File: src/rtl/dmem_arb_pkg.sv
// Shared types and constants for the two-port data-memory arbiter.
package dmem_arb_pkg;

  typedef enum logic [1:0] {
    IDLE   = 2'd0,
    ACCESS = 2'd1,
    RESP   = 2'd2
  } arb_state_e;

  localparam logic PORT_CORE = 1'b0;
  localparam logic PORT_DBG  = 1'b1;

  localparam int DEF_ADDR_W = 32;
  localparam int DEF_DATA_W = 32;

endpackage

File: src/rtl/rr_arbiter2.sv
// Two-way grant selection. Round-robin with a last-granted history register by
// default; DMEM_ARB_FIXED_PRIO_EN selects fixed priority (port 0 wins ties).
module rr_arbiter2
  import dmem_arb_pkg::*;
(
  input  logic clk_i,
  input  logic rst_i,
  input  logic req0_i,
  input  logic req1_i,
  input  logic update_i,
  input  logic granted_id_i,
  output logic grant_id_o,
  output logic any_req_o
);

  assign any_req_o = req0_i | req1_i;

`ifdef DMEM_ARB_FIXED_PRIO_EN
  logic unused_hist;
  assign unused_hist = ^{clk_i, rst_i, update_i, granted_id_i};

  assign grant_id_o = req0_i ? PORT_CORE : PORT_DBG;
`else
  logic last_q;
  logic last_d;

  always_comb begin
    last_d = last_q;
    if (update_i) last_d = granted_id_i;
  end

  // Resetting history to the debug port hands the first tie to the core.
  always_ff @(posedge clk_i or posedge rst_i) begin
    if (rst_i) last_q <= PORT_DBG;
    else       last_q <= last_d;
  end

  always_comb begin
    if (req0_i && req1_i) grant_id_o = ~last_q;
    else if (req1_i)      grant_id_o = PORT_DBG;
    else                  grant_id_o = PORT_CORE;
  end
`endif

endmodule

File: src/rtl/dmem_arbiter.sv
// Arbitrates core (port 0) and debug (port 1) accesses onto a single-ported data
// memory with a fixed IDLE -> ACCESS -> RESP sequence. Tie policy: DMEM_ARB_FIXED_PRIO_EN.
module dmem_arbiter
  import dmem_arb_pkg::*;
#(
  parameter int ADDR_W = DEF_ADDR_W,
  parameter int DATA_W = DEF_DATA_W
) (
  input  logic              clk,
  input  logic              reset,
  input  logic              req0_valid,
  input  logic              req0_write,
  input  logic [ADDR_W-1:0] req0_addr,
  input  logic [DATA_W-1:0] req0_wdata,
  input  logic              req1_valid,
  input  logic              req1_write,
  input  logic [ADDR_W-1:0] req1_addr,
  input  logic [DATA_W-1:0] req1_wdata,
  output logic              ack0,
  output logic              ack1,
  output logic [DATA_W-1:0] rdata,
  output logic              grant_id,
  output logic              busy,
  output logic              mem_write,
  output logic [ADDR_W-1:0] mem_address,
  output logic [DATA_W-1:0] mem_writedata,
  input  logic [DATA_W-1:0] mem_readdata
);

  // Handshake: a requester raises reqN_valid with its command and holds it until
  // ackN pulses; valid is sampled only in IDLE and ack lasts exactly one cycle.

  arb_state_e        state_q;
  logic              grant_q;
  logic              wr_q;
  logic [ADDR_W-1:0] addr_q;
  logic [DATA_W-1:0] wdata_q;
  logic [DATA_W-1:0] rdata_q;
  logic              mem_write_q;
  logic              ack0_q;
  logic              ack1_q;

  logic win_id;
  logic any_req;

  rr_arbiter2 u_arb (
    .clk_i        (clk),
    .rst_i        (reset),
    .req0_i       (req0_valid),
    .req1_i       (req1_valid),
    .update_i     (state_q == RESP),
    .granted_id_i (grant_q),
    .grant_id_o   (win_id),
    .any_req_o    (any_req)
  );

  always_ff @(posedge clk or posedge reset) begin
    if (reset) begin
      state_q     <= IDLE;
      grant_q     <= PORT_CORE;
      wr_q        <= 1'b0;
      addr_q      <= '0;
      wdata_q     <= '0;
      rdata_q     <= '0;
      mem_write_q <= 1'b0;
      ack0_q      <= 1'b0;
      ack1_q      <= 1'b0;
    end else begin
      ack0_q      <= 1'b0;
      ack1_q      <= 1'b0;
      mem_write_q <= 1'b0;
      case (state_q)
        IDLE: begin
          if (any_req) begin
            grant_q     <= win_id;
            wr_q        <= win_id ? req1_write : req0_write;
            addr_q      <= win_id ? req1_addr  : req0_addr;
            wdata_q     <= win_id ? req1_wdata : req0_wdata;
            mem_write_q <= win_id ? req1_write : req0_write;
            state_q     <= ACCESS;
          end
        end
        ACCESS: begin
          // Memory read is combinational, so the load word is ready this cycle.
          if (!wr_q) rdata_q <= mem_readdata;
          ack0_q  <= (grant_q == PORT_CORE);
          ack1_q  <= (grant_q == PORT_DBG);
          state_q <= RESP;
        end
        RESP: begin
          state_q <= IDLE;
        end
        default: begin
          state_q <= IDLE;
        end
      endcase
    end
  end

  assign ack0          = ack0_q;
  assign ack1          = ack1_q;
  assign rdata         = rdata_q;
  assign grant_id      = grant_q;
  assign busy          = (state_q != IDLE);
  assign mem_write     = mem_write_q;
  assign mem_address   = addr_q;
  assign mem_writedata = wdata_q;

endmodule
File: config.mk
export PLATFORM = sky130hd
export DESIGN_NAME = dmem_arbiter
export DESIGN_NICKNAME = d
export VERILOG_FILES = /design/src/rtl/dmem_arb_pkg.sv /design/src/rtl/rr_arbiter2.sv /design/src/rtl/dmem_arbiter.sv
export SDC_FILE = /design/constraint.sdc
export NUM_CORES = 1
export LEC_CHECK = 0
export CORE_MARGIN = 5
export CORE_UTILIZATION = 35
export DETAILED_ROUTE_END_ITERATION = 10
export PLACE_DENSITY = 0.74
export SLEW_MARGIN = 5
export SYNTH_ARGS = -nofsm -noshare
export SYNTH_HDL_FRONTEND = slang
export SYNTH_SLANG_ARGS = --single-unit
export TNS_END_PERCENT = 20
File: constraint.sdc
create_clock -name clk -period 10.5 [get_ports clk]
set_clock_uncertainty 0.05 [all_clocks]
set_input_delay 2.1 -clock clk [delete_from_list [all_inputs] [get_ports clk]]
set_output_delay 2.1 -clock clk [all_outputs]
set_load 0.01 [all_outputs]
==> results of run 1 <==
==> metrics by stage <==
stage | instances | total power [mW] | cell area [µm²]
2_1_floorplan | 392 | 1.32 | 4750
3_3_place_gp | 795 | 1.86 | 7430
3_5_place_dp | 795 | 1.90 | 7430
4_1_cts | 811 | 2.23 | 7710
5_1_grt | 811 | 2.34 | 7710
6_report | 811 | 2.20 | 7710
==> worst register-to-register path: cells and delay by family (launching register included) <==
kind / cells / cell delay (ps)
buf+inv: 1 / 890
flops: 1 / 850
compound gates: 1 / 110
mux: 1 / 350
simple gates: 1 / 340
==> layout make-up <==
| type | count | area [µm²] |
|---|---|---|
| sequential | 104 | 2610 |
| clock inverter | 6 | 47.5 |
| tap | 176 | 220 |
| inverter | 5 | 21.3 |
| timing repair buffer | 271 | 2700 |
| multi-input combinational | 239 | 1880 |
| fill | 1093 | 5580 |
| clock buffer | 10 | 239 |
==> registers in the layout (all words and copies together), names as in the netlist <==
signal	cells
mem_address	32
mem_writedata	32
rdata	32
state_q	2
ack0	1
ack1	1
grant_id	1
mem_write	1
u_arb.last_q	1
wr_q	1
==> cells by family after synthesis <==
kind of cell           count (synthesis)
and+or+nand+nor                       72
AOI/OAI and AO/OA                    132
DFF                                  104
buffers and inverters                 49
muxes                                 35
==> cell usage in the layout (no fill, tap or decap), drive strengths merged <==
cell and instances:
nand2 64, a2111oi 64, nand2b 2, clkinvlp 1
mux2 33, o21ai 1, a2bb2oi 64, buf 5
clkdlybuf4s50 266, a21boi 1, a22o 1, clkinv 1
a21bo 1, and2 1, mux2i 2, dfrtp 103
dfstp 1, nor2 5, inv 9, clkbuf 10
==> worst max path at each step <==
stage | endpoint | from | slack, ps
CTS | busy | state_q[0] | 6020
finish | busy | state_q[0] | 6020
global placement | wr_q | req0_valid | 6350
global route | busy | state_q[0] | 5850
floorplan | ack0 | reset | 5620
detailed placement | wr_q | req0_valid | 6270
==> per-layer routing <==
layer  share of wire (%)  vias up
met2                  48      227
met4                 3.4        0
li1                    -     1990
met5                   0        -
met1                  38     2159
met3                  11       38
==> power groups by stage <==
stage	Clock [mW]	Combinational [mW]	Sequential, mW
6_report	0.325	1.08	0.799
5_1_grt	0.357	1.15	0.828
4_1_cts	0.338	1.10	0.798
3_5_place_dp	0	1.10	0.801
3_3_place_gp	0	1.06	0.795
2_1_floorplan	0	0.514	0.807
==> results.json, run 1 <==
{
  "die_area_um2": 16000,
  "cts_tree": "built",
  "fp-row-count": 42,
  "reg2reg_depth": 4,
  "post_synth_inst_count": 392,
  "post-synth-top-count-cell": "dfrtp_1",
  "cp_cell_sequence": "nor2_2 -> inv_1 -> clkdlybuf4s50_1",
  "diodes": 0,
  "synth_area_leaders": "dfrtp_1 (54%), a2bb2oi_1 (12%), a2111oi_0 (9.8%), mux2_2 (7.3%), nand2_1 (5.1%)",
  "root_buffer": "clkbuf_16",
  "viasPerCell": 5.44,
  "initial_core_util_pct": 35.8,
  "p_clk_share_pct": 14.8,
  "hold_path.class": "flop to flop",
  "die_y_um": 127,
  "fin_util_pct": 58.0,
  "wire_per_inst_um": 20.0,
  "grt_pass1_vias": 4783,
  "p_leak_nw": 3.03,
  "drv_cap": 0,
  "cp_top_family": "flip-flops",
  "synth_cell_types": 25,
  "synth-simple-area-share_pct": 5.95,
  "clk_pin_slew_ps": 70,
  "p_int_mw": 1.44,
  "clock_latency_ps": 340,
  "path_buf_inv": 2,
  "drt_wl_total_um": 16300,
  "finalNetCount": 796,
  "fp.dieW_um": 127,
  "setup_slack_ps": 6020,
  "clock_sinks": 104,
  "cp-end-kind": "output pin",
  "ys_ff_latch": 104,
  "drtAntennaViolNets": 0,
  "hold_viol": 0,
  "synth.largest_area_cell": "dfrtp_1",
  "hpwl_um": 11100,
  "hold_path_startpoint": "rdata[15]",
  "synth_edf_count": 0,
  "worstMarginPinSlew_ps": 1270,
  "setup_tns_ps": 0,
  "combPwrFrac_pct": 49.0,
  "synthAdderAreaFrac_pct": 0,
  "dr_total_vias": 4414,
  "fp.coreArea_um2": 13300,
  "syn_avg_cell_area_um2": 12.1,
  "grt_util_met1_pct": 22.8,
  "async_flop_share_pct": 100,
  "synth_mux_area_share_pct": 8.24,
  "power_frac_seq_pct": 36.2,
  "synth_common_cells": "dfrtp_1 (103), a2bb2oi_1 (64), nand2_1 (64), a2111oi_0 (53), mux2_2 (31)",
  "synth_compound_area_share_pct": 25.0,
  "whs_endpoint": "rdata[15]",
  "timing.rr.start": "state_q[0]",
  "top_usage_layer": "met2",
  "synth.cell_area_um2": 4750,
  "cts_setup_buffers": 0,
  "finalCriticalPeriod_ps": 4480,
  "slew_headroom_pct": 15.1,
  "drc": 0,
  "grt_util_met3_pct": 7.23,
  "synth_top_family_by_area": "compound AO/OA/AOI/OAI gates",
  "seq_area_frac_synth_pct": 54.8,
  "cp_num_cells": 3,
  "powerDensity_nw_per_um2": 286,
  "dp_slack_ps": 6270,
  "grt_util_met2_pct": 32.1,
  "place.gp.congestion": 0.787,
  "post_cts_resized": 0,
  "cp_slowest_stage_delay_ps": 1210,
  "period_share_pct": 42.6,
  "p_sw_mw": 0.764,
  "ys_warn_count": 0,
  "setup_violations": 0,
  "swShare_pct": 34.6,
  "grt_max_degree": 68,
  "pin_count": 267,
  "grt_pass1_wl_um": 25300,
  "yosys.area_share.xor_xnor_pct": 0,
  "cp_data_arrival_time_ps": 2330,
  "startpoint_type": "flop",
  "status": "completed",
  "hold_depth": 1,
  "crit_required_ps": 8350,
  "holdBufCountCts": 0,
  "drt_pass1_iterations": 5,
  "clockBufferDepth": 2,
  "gr-total-overflow": 0,
  "hold_ws_ps": 452,
  "cts_made_buffers": 9,
  "slew_violations": 0,
  "crit_slowest_cell": "dfrtp_2",
  "antenna_found_initial": 0,
  "criticalPathCategory": "flop to output pin",
  "synth_flop_cell": "dfrtp_1",
  "drtIter0Drc": 260,
  "htreeDepth": 3,
  "synth_nets": 558,
  "syn_to_final_growth_pct": 62.3,
  "yosysTopAreaCellShare_pct": 54.2,
  "crit_path_max_fanout": 67,
  "rsz0062_at_grt": "false",
  "fmax_ghz": 0.223,
  "grt_usage_pct": 19.5,
  "r2r_end": "wr_q",
  "r2r_slack_ps": 7830,
  "io_buffers": 266,
  "ir_worst_vdd_v": 0.000144,
  "drive_above_1_share_pct": 10.4
}
(Power assumes the default switching activity.)
==> run 2: changes to the inputs <==
- clock period: 10.5 -> 4.3 ns (I/O delays scaled with it)
==> results.json, run 2 (synthesis results as in run 1) <==
{
  "status": "completed",
  "io_buffers": 266,
  "cp_top_family": "flip-flops",
  "dp_slack_ps": 1110,
  "holdBufCountCts": 0,
  "crit_slowest_cell": "dfrtp_2",
  "path_buf_inv": 2,
  "fin_cells": 815,
  "initial_core_util_pct": 35.8,
  "diodes": 0,
  "drt_pass1_iterations": 5,
  "syn_to_final_growth_pct": 63.0,
  "drtIter0Drc": 226,
  "powerDensity_nw_per_um2": 694,
  "drtAntennaViolNets": 0,
  "hold_path.class": "flop to flop",
  "clock_sinks": 104,
  "cp_data_arrival_time_ps": 2250,
  "design_area_um2": 7750,
  "finalCriticalPeriod_ps": 3160,
  "fp.coreArea_um2": 13300,
  "clk_pin_slew_ps": 70,
  "cts_made_buffers": 9,
  "power_mw": 5.38,
  "place.gp.congestion": 0.797,
  "setup_slack_ps": 1140,
  "finalNetCount": 800,
  "slew_headroom_pct": 22.0,
  "viasPerCell": 5.33,
  "cp_slowest_stage_delay_ps": 1150,
  "clock_latency_ps": 350,
  "hpwl_um": 11300,
  "placedCellCount": 799,
  "cp_cell_sequence": "nor2_2 -> inv_1 -> clkdlybuf4s50_1",
  "ir_worst_vdd_v": 0.000451,
  "hold_viol": 0,
  "drt_wl_total_um": 16000,
  "dr_total_vias": 4348,
  "drc": 0,
  "grt_usage_pct": 19.5,
  "drive_above_1_share_pct": 11.0,
  "setup_violations": 0,
  "rsz0062_at_grt": "false",
  "grt_pass1_wl_um": 25400,
  "slew_violations": 0,
  "die_y_um": 127,
  "fp.dieW_um": 127,
  "fmax_ghz": 0.316,
  "startpoint_type": "flop",
  "worstMarginPinSlew_ps": 1170,
  "period_share_pct": 73.6,
  "wire_per_inst_um": 19.6,
  "final_cell_mix": "clkdlybuf4s50_1 (266), dfrtp_1 (101), nand2_1 (64), a2bb2oi_1 (64), a2111oi_0 (53)",
  "clockBufferDepth": 2,
  "grt_max_degree": 89,
  "drv_cap": 0,
  "grt_pass1_vias": 4661,
  "p_leak_nw": 3.05,
  "cp-end-kind": "output pin",
  "root_buffer": "clkbuf_16",
  "cts_setup_buffers": 0,
  "crit_required_ps": 3390,
  "die_area_um2": 16000,
  "criticalPathCategory": "flop to output pin",
  "layout_commonest_cell": "clkdlybuf4s50_1",
  "r2r_slack_ps": 1980,
  "fp-row-count": 42,
  "htreeDepth": 3,
  "dpl_cell_area_um2": 7460,
  "post_cts_resized": 0,
  "cts_tree": "built",
  "setup_tns_ps": 0,
  "pin_count": 267,
  "gr-total-overflow": 0,
  "crit_path_max_fanout": 67,
  "antenna_found_initial": 0
}
## run 2: area by class of cell
type                    count  area (µm²)
clock inverters             6        52.6
repair buffers            275        2730
well taps                 176         220
flip-flops and latches    104        2610
multi-input cells         239        1880
fillers                  1123        5550
clock buffers              10         239
inverters                   5        21.3
## run 2: routing by layer
metal	wire length [µm]	GRT usage [%]	vias up
li1	-	-	2005
met1	6260	24.2	2106
met2	7700	31.7	210
met3	1620	7.61	27
met4	373	5.93	0
met5	0	0	-
## run 2: path summary, 6_finish.rpt
kind	from	endpoint	cells past startpoint
max in group asynchronous	reset	mem_address[8]	3
min in group asynchronous	reset	rdata[23]	2
worst max-delay path	state_q[1]	busy	3
worst min-delay path	rdata[15]	rdata[15]	1
worst min register to register	rdata[15]	rdata[15]	1
worst max register to register	state_q[1]	mem_address[15]	5
## run 2: through the flow
stage	util (%)	hold WS (ps)
2_1_floorplan	-	444
3_3_place_gp	56.1	431
3_5_place_dp	56.1	428
4_1_cts	58.3	446
5_1_grt	58.3	461
6_report	58.3	444
## run 2: report_power, final
part,total (mW),leakage (nW),internal [mW],switching [mW]
Sequential,1.86,1.19,1.48,0.373
Combinational,2.71,1.72,1.61,1.10
Clock,0.805,0.137,0.417,0.388
==> run 3: changes to the inputs <==
- PLACE_DENSITY: 0.74 -> 0.77
- clock period: 4.3 -> 2.6 ns (I/O delays scaled with it)
==> results.json, run 3 (synthesis results as in run 1) <==
{
  "status": "completed",
  "r2r_end": "rdata[0]",
  "setup_violations": 0,
  "clock_sinks": 104,
  "powerDensity_nw_per_um2": 1150,
  "setup_slack_ps": 511,
  "ff_latch_area_um2": 2610,
  "power_mw": 8.94,
  "die_y_um": 127,
  "drc": 0,
  "criticalPathCategory": "input port to flop",
  "finalNetCount": 805,
  "fin_util_pct": 58.7,
  "slew_violations": 0,
  "fp.dieW_um": 127,
  "finalCriticalPeriod_ps": 2090,
  "multiInputGateArea_um2": 1880,
  "layout_commonest_cell": "clkdlybuf4s50_1",
  "cts_tree": "built",
  "grt_usage_pct": 19.9,
  "clk_pin_slew_ps": 70,
  "crit_required_ps": 2740,
  "drive_above_1_share_pct": 11.3,
  "cp-end-kind": "flop",
  "wire_per_inst_um": 20.1,
  "drtIter0Drc": 253,
  "holdBufCountCts": 0,
  "fp-row-count": 42,
  "grt_max_degree": 66,
  "place.gp.congestion": 0.863,
  "r2r_slack_ps": 760,
  "drt_pass1_iterations": 4,
  "whs_endpoint": "rdata[15]",
  "post_cts_resized": 0,
  "slew_headroom_pct": 63.2,
  "hold_path_startpoint": "rdata[15]",
  "rsz0062_at_grt": "false",
  "diodes": 0,
  "hpwl_um": 11600,
  "cts_setup_buffers": 0,
  "dr_total_vias": 4474,
  "ir_worst_vdd_v": 0.000701,
  "crit_path_max_fanout": 65,
  "hold_viol": 0,
  "root_buffer": "clkbuf_16",
  "drt_wl_total_um": 16500,
  "dp_slack_ps": 198,
  "worstMarginPinSlew_ps": 538,
  "fmax_ghz": 0.479,
  "drv_cap": 0,
  "clock_latency_ps": 340,
  "antenna_found_initial": 0,
  "hold_path.class": "flop to flop",
  "cp_data_arrival_time_ps": 2230,
  "drtAntennaViolNets": 0,
  "hold_depth": 1,
  "viasPerCell": 5.46,
  "grt_pass1_wl_um": 25700,
  "grt_pass1_vias": 4746,
  "reg2reg_depth": 5,
  "htreeDepth": 3,
  "pin_count": 267,
  "p_leak_nw": 3.08,
  "startpoint_type": "input port",
  "cts_made_buffers": 9,
  "final.fill_count": 1117,
  "clockBufferDepth": 2,
  "syn_to_final_growth_pct": 64.3,
  "initial_core_util_pct": 35.8,
  "period_share_pct": 80.4,
  "final_cell_mix": "clkdlybuf4s50_1 (266), dfrtp_1 (101), nand2_1 (64), a2bb2oi_1 (64), a2111oi_0 (53)",
  "setup_tns_ps": 0,
  "timing.rr.start": "state_q[1]",
  "die_area_um2": 16000,
  "gr-total-overflow": 0,
  "hold_ws_ps": 446,
  "fp.coreArea_um2": 13300,
  "io_buffers": 266
}
## run 3: cell count changes in the layout (fill, tap and decap cells not counted), sizes merged
cell and delta:
buf +5, clkinv +3, inv -3, clkbuf +1, clkinvlp -1
## run 3: report_power, final
group | internal, mW | switching, mW | total, mW
Combinational | 2.72 | 2.02 | 4.74
Clock | 0.660 | 0.614 | 1.27
Sequential | 2.46 | 0.473 | 2.93
Total | 5.84 | 3.11 | 8.94
## run 3: per-stage QoR
stage | instance area, µm² | instances
after floorplan | 4760 | 392
after global placement | 7530 | 804
after detailed placement | 7530 | 804
after CTS | 7810 | 820
after global routing | 7810 | 820
final | 7810 | 820
## run 3: worst max-delay path: stages
cell	delay (ps)
clkdlybuf4s50_1	640
a21boi_4	100
buf_12	200
a2111oi_0	590
a2bb2oi_1	130
## run 3: how the worst max path moves through the flow
stage	startpoint	endpoint	slack, ps	depth (start not counted)
floorplan	reset	ack0	790	1
global placement	req0_valid	mem_writedata[0]	260	5
detailed placement	req0_valid	mem_writedata[2]	200	5
CTS	state_q[0]	busy	510	3
global route	req0_valid	mem_writedata[2]	470	5
finish	req0_valid	mem_writedata[2]	510	5
## run 3: layout make-up
class                           count  share of cell area [%]
Inverter                            5                   0.288
Clock buffer                       11                    2.98
Sequential cell                   104                    33.4
Multi-Input combinational cell    239                    24.1
Clock inverter                      5                   0.561
Timing Repair Buffer              280                    35.9
Tap cell                          176                    2.82
## run 3: layer usage
layer / GRT usage [%] / vias up / share of wire (%)
met5: 0 / - / 0
met4: 5.80 / 0 / 2.3
met3: 6.94 / 32 / 9.4
met2: 34.7 / 207 / 49
met1: 23.0 / 2223 / 39
li1: - / 2012 / -
